===== src/rtl/coin_acceptor.sv =====
// coin_acceptor: synchronized, debounced two-sensor coin front end
// that buffers coins and replays paced Nickel/Dime credit pulses.
module coin_acceptor #(
  parameter int DEBOUNCE   = 4,
  parameter int FIFO_DEPTH = 4,
  parameter int GAP        = 1
) (
  input  logic       CLK,
  input  logic       Reset,
  input  logic       NickelRaw,
  input  logic       DimeRaw,
  input  logic       Dispense,
  output logic       Nickel,
  output logic       Dime,
  output logic       Reject,
  output logic [3:0] Count
);

  localparam int AW = $clog2(FIFO_DEPTH);
  localparam logic [3:0] DB_LAST = 4'(DEBOUNCE - 1);
  localparam logic [2:0] GAP_LD = 3'(GAP);
  localparam logic [AW:0] FULL = FIFO_DEPTH[AW:0];

  typedef enum logic [1:0] {
    S_IDLE,
    S_PULSE,
    S_GAP
  } state_t;

  // bit 0 is the nickel sensor, bit 1 the dime sensor
  logic [1:0] s1, s2;

  always_ff @(posedge CLK) begin
    if (Reset) begin
      s1 <= '0;
      s2 <= '0;
    end else begin
      s1 <= {DimeRaw, NickelRaw};
      s2 <= s1;
    end
  end

  logic [1:0][3:0] dcnt;
  logic [1:0]      armed;
  logic [1:0]      acc;

  always_comb begin
    for (int i = 0; i < 2; i++)
      acc[i] = armed[i] && s2[i] && (dcnt[i] == DB_LAST);
  end

  // disarmed sensors wait for a stable low run before the next coin
  always_ff @(posedge CLK) begin
    if (Reset) begin
      armed <= 2'b11;
      dcnt  <= '0;
    end else begin
      for (int i = 0; i < 2; i++) begin
        if (s2[i] != armed[i]) begin
          dcnt[i] <= '0;
        end else if (dcnt[i] == DB_LAST) begin
          dcnt[i]  <= '0;
          armed[i] <= ~armed[i];
        end else begin
          dcnt[i] <= dcnt[i] + 4'd1;
        end
      end
    end
  end

  logic [FIFO_DEPTH-1:0] mem;
  logic [AW-1:0]         wp, rp;
  logic [AW:0]           cnt;
  logic                  push, push_code, rej_n, pop;

  always_comb begin
    push      = 1'b0;
    push_code = 1'b0;
    rej_n     = 1'b0;
    case (acc)
      2'b01: push = 1'b1;
      2'b10: begin
        push      = 1'b1;
        push_code = 1'b1;
      end
      2'b11:   rej_n = 1'b1;
      default: ;
    endcase
    if (push && cnt == FULL) begin
      push  = 1'b0;
      rej_n = 1'b1;
    end
  end

  always_ff @(posedge CLK) begin
    if (Reset) begin
      mem    <= '0;
      wp     <= '0;
      rp     <= '0;
      cnt    <= '0;
      Reject <= 1'b0;
    end else begin
      Reject <= rej_n;
      if (push) begin
        mem[wp] <= push_code;
        wp      <= wp + 1'b1;
      end
      if (pop) rp <= rp + 1'b1;
      case ({push, pop})
        2'b10:   cnt <= cnt + 1'b1;
        2'b01:   cnt <= cnt - 1'b1;
        default: ;
      endcase
    end
  end

  assign Count = 4'(cnt);

  state_t     st, st_n;
  logic [2:0] gcnt, gcnt_n;
  logic       nk_n, dm_n;
  logic       ready, launch;

  // the last gap cycle may launch directly so spacing is GAP+1
  assign ready  = (st == S_IDLE) ||
                  (st == S_GAP && gcnt == 3'd1);
  assign launch = ready && (cnt != '0) && !Dispense;

  always_comb begin
    st_n   = st;
    gcnt_n = gcnt;
    nk_n   = 1'b0;
    dm_n   = 1'b0;
    pop    = 1'b0;
    unique case (st)
      S_IDLE:  ;
      S_PULSE: begin
        st_n   = S_GAP;
        gcnt_n = GAP_LD;
      end
      S_GAP: begin
        if (gcnt == 3'd1) st_n = S_IDLE;
        else gcnt_n = gcnt - 3'd1;
      end
      default: st_n = S_IDLE;
    endcase
    if (launch) begin
      st_n = S_PULSE;
      pop  = 1'b1;
      nk_n = ~mem[rp];
      dm_n = mem[rp];
    end
  end

  always_ff @(posedge CLK) begin
    if (Reset) begin
      st     <= S_IDLE;
      gcnt   <= '0;
      Nickel <= 1'b0;
      Dime   <= 1'b0;
    end else begin
      st     <= st_n;
      gcnt   <= gcnt_n;
      Nickel <= nk_n;
      Dime   <= dm_n;
    end
  end

endmodule

===== config.mk =====
export PLATFORM = sky130hd
export DESIGN_NAME = coin_acceptor
export DESIGN_NICKNAME = d
export VERILOG_FILES = /design/src/rtl/coin_acceptor.sv
export SDC_FILE = /design/constraint.sdc
export NUM_CORES = 1
export LEC_CHECK = 0
export BUFFER_PORTS_ARGS = -buffer_cell sky130_fd_sc_hd__buf_2
export CAP_MARGIN = 20
export CELL_PAD_IN_SITES_DETAIL_PLACEMENT = 1
export CELL_PAD_IN_SITES_GLOBAL_PLACEMENT = 2
export CORE_ASPECT_RATIO = 0.9
export CORE_MARGIN = 1
export CORE_UTILIZATION = 25
export CTS_CLUSTER_DIAMETER = 30
export DETAILED_ROUTE_END_ITERATION = 8
export PLACE_DENSITY_LB_ADDON = 0.1
export RECOVER_POWER = 50
export SYNTH_ARGS = -nofsm -noshare
export SYNTH_HDL_FRONTEND = slang
export SYNTH_SLANG_ARGS = --single-unit

===== constraint.sdc =====
create_clock -name CLK -period 6.6 [get_ports CLK]
set_input_delay 0.66 -clock CLK [delete_from_list [all_inputs] [get_ports CLK]]
set_output_delay 0.66 -clock CLK [all_outputs]
set_load 0.02 [all_outputs]

==> impl_metrics.tcl <==
set metrics [dict create \
    top_usage_layer "met2" \
    hp-start "s1[0]" \
    drt_iter0_markers 45 \
    drc_errors 0 \
    insertedDiodeCount 0 \
    num_vias 1126 \
    r2r_slack_ps 3790 \
    whs_endpoint "s2[0]" \
    avgRoutedWirePerCell_um 12.5 \
    use_met3_pct 3.47 \
    core_um2 6180 \
    finalWirelength_mm 3.30 \
    finalCriticalPeriod_ps 2810 \
    grt_pass1_wl_mm 5.75 \
    p_per_area_nw_per_um2 199 \
    max_freq_mhz 356 \
    firstDrtPassIters 4 \
    finalHoldViolCount 0 \
    dp_cells 256 \
    syn2layout_area_growth_pct 12.9 \
    worst_slew_pin_slew_ps 1260 \
    ant_nets 0 \
    cap_viol_max_count 0 \
    grt_pass1_vias 1204 \
    num_rows 27 \
    grt-ovfl-total 0 \
    groute.usage.overall_pct 11.1 \
    nNetsFinal 195 \
    peakVddDrop_v 0.0000576 \
    final.setup_skew_ps 4.83 \
    ys_warn_count 0 \
    worstPathRequired_ps 6800 \
    critPathLaunchType "register" \
    reg2reg_from "dcnt[0]" \
    clk_pin_slew_ps 70 \
    period_share_pct 42.5 \
    cp-end-kind "register" \
    synth.distinct_cells 39 \
    antenna_found_initial 0 \
    cts_tree "done" \
    grt_util_met2_pct 18.2 \
    status "complete, no violations" \
    critPathMaxFanout 8 \
    cts_sinks 33 \
    cp_cell_sequence "ha_1 -> nor3b_1 -> nand2_1 -> ha_1 -> inv_1 -> nand2_1 -> ha_1 -> inv_1 -> fa_1 -> xor2_1 -> or3_1 -> a21oi_1" \
    setup_tns_ps 0 \
    post_cts_buffers 0 \
    initial_core_util_pct 26.1 \
    cp_data_arrival_time_ps 3010 \
    hold_buffers 0 \
    port_buffers 10 \
    rsz0062_at_grt "no" \
    layout_common_cells "dfxtp_1, nor2_1, inv_1, ha_1, nand2b_1" \
    die_h_um 78.2 \
    leakagePower_nw 0.669 \
    instances_no_fill 264 \
    cts_buffers 5 \
    hpwl_mm 2.39 \
    drv_slew 0 \
    yosysSeqAreaShare_pct 41.0 \
    critPathKind "register to register" \
    setup_viol 0 \
    cpMostUsedCell "ha_1" \
    relSlewSlack_pct 16.0 \
    final_layout_size_suffix_gt1_share_pct 13.6 \
    grt.met1_usage_pct 13.8 \
    cts_resized 0 \
    hp-class "register to register" \
    grt_max_degree 32 \
    cpMaxStageDelayCell "dfxtp_1" \
    synth.avg_cell_area_um2 9.71 \
    avgViaCountPerCell 4.27 \
    clockBufferDepth 2 \
    die_width_um 86.6 \
    dieArea_um2 6770 \
    r2r-end "cnt[2]" \
    final_common_cell "dfxtp_1" \
    ios 12 \
    crit_path_max_incr_delay_ps 370 \
    clk_latency_ps 290 \
    rr_worst_depth 12 \
    whs_path_depth 1 \
    cts_root_buf "clkbuf_8" \
    postSynthCellCount 166 \
    htreeDepth 2 \
    netlist_area_um2 1610 \
    syn_nets 185 \
    place_congestion 0.764 \
    ys_seq_elements 33 \
]
==> through the flow <==
stage | instance area [um^2] | util (%) | hold slack, ps | setup WS (ps) | power [mW]
after global routing | 1820 | 29.4 | 468 | 3580 | 0.382
after CTS | 1820 | 29.5 | 456 | 3790 | 0.372
after detailed placement | 1740 | 28.1 | 435 | 3830 | 0.214
after global placement | 1740 | 28.1 | 419 | 3930 | 0.214
final | 1820 | 29.4 | 447 | 3790 | 0.363
after floorplan | 1610 | - | 414 | 4120 | 0.212
==> cells in the mapped netlist, drive strengths merged <==
library cell  instances  area share (%)
a221oi                1            0.54
mux2                  2             1.6
clkbuf                3            0.70
and3                  4             1.9
a2111oi               2             2.6
fa                    1             1.2
o21ai                 6             1.9
xor2                  4             2.2
nand2b               12             5.1
buf                   4             1.4
nor3                  1            0.62
nand3                 6             1.9
conb                  1            0.23
dfxtp                33              41
a22oi                 1            0.47
and2b                 1            0.47
nor2b                 7             2.7
xnor2                 4             2.2
mux4                  1             1.4
inv                  13             3.0
nor2                 15             3.5
mux2i                 4             2.5
o32ai                 1            0.54
nand2                 4            0.93
nor4b                 3             1.6
or3b                  1            0.54
or3                   3             1.2
and2                  2            0.78
ha                   13              10
a21oi                 8             2.5
and3b                 1            0.54
nor3b                 4             2.2
==> kinds of logic (layout without fill, tap and decap cells) <==
kind of cell / count (synthesis) / in the layout / share of synthesized area, %
buf+inv: 20 / 31 / 5.12
mux: 7 / 7 / 5.51
simple gates: 64 / 64 / 23.9
compound gates: 19 / 19 / 8.54
flops: 33 / 33 / 41.0
fa+ha+maj: 14 / 14 / 11.3
other cells: 1 / 1 / 0.233
xor+xnor: 8 / 8 / 4.35
==> flip-flops by register name, summed over array words and instances (netlist names) <==
register,cells
Dime,1
Nickel,1
Reject,1
armed,2
cnt,3
dcnt,8
gcnt,3
mem,4
rp,2
s1,2
s2,2
st,2
wp,2
==> final cells by class <==
| class | count | area, um^2 |
|---|---|---|
| clock buffer | 5 | 68.8 |
| clock inverter | 3 | 17.5 |
| fill | 731 | 4360 |
| inverter | 13 | 48.8 |
| multi-input combinational | 113 | 868 |
| sequential | 33 | 661 |
| tap | 87 | 109 |
| timing repair buffer | 10 | 46.3 |
==> metal layers <==
metal | routed length (um) | part of all wire, %
met2 | 1580 | 48
met1 | 1580 | 48
met5 | 0 | 0
met3 | 81 | 2.5
met4 | 44 | 1.3
==> power by group <==
group / internal (mW) / leakage, nW / total (mW) / switching [mW]
Combinational: 0.00314 / 0.359 / 0.00823 / 0.00509
Sequential: 0.200 / 0.267 / 0.201 / 0.000609
Clock: 0.0728 / 0.0439 / 0.153 / 0.0806
==> critical path, delay by kind of cell, from the launching register on <==
family	cells	cell delay, ps
buf+inv	2	190
simple gates	4	760
fa+ha+maj	4	1100
compound gates	1	140
flops	1	370
xor+xnor	1	160
==> worst max-delay path by stage <==
stage | startpoint | cells after the start | endpoint
2_1_floorplan | dcnt[4] | 12 | cnt[2]
3_3_place_gp | dcnt[0] | 12 | cnt[2]
3_5_place_dp | dcnt[0] | 12 | cnt[2]
4_1_cts | dcnt[0] | 12 | cnt[2]
5_1_grt | dcnt[0] | 12 | cnt[2]
6_report | dcnt[0] | 12 | cnt[2]
Note: power is estimated with default switching activity, not from simulation.
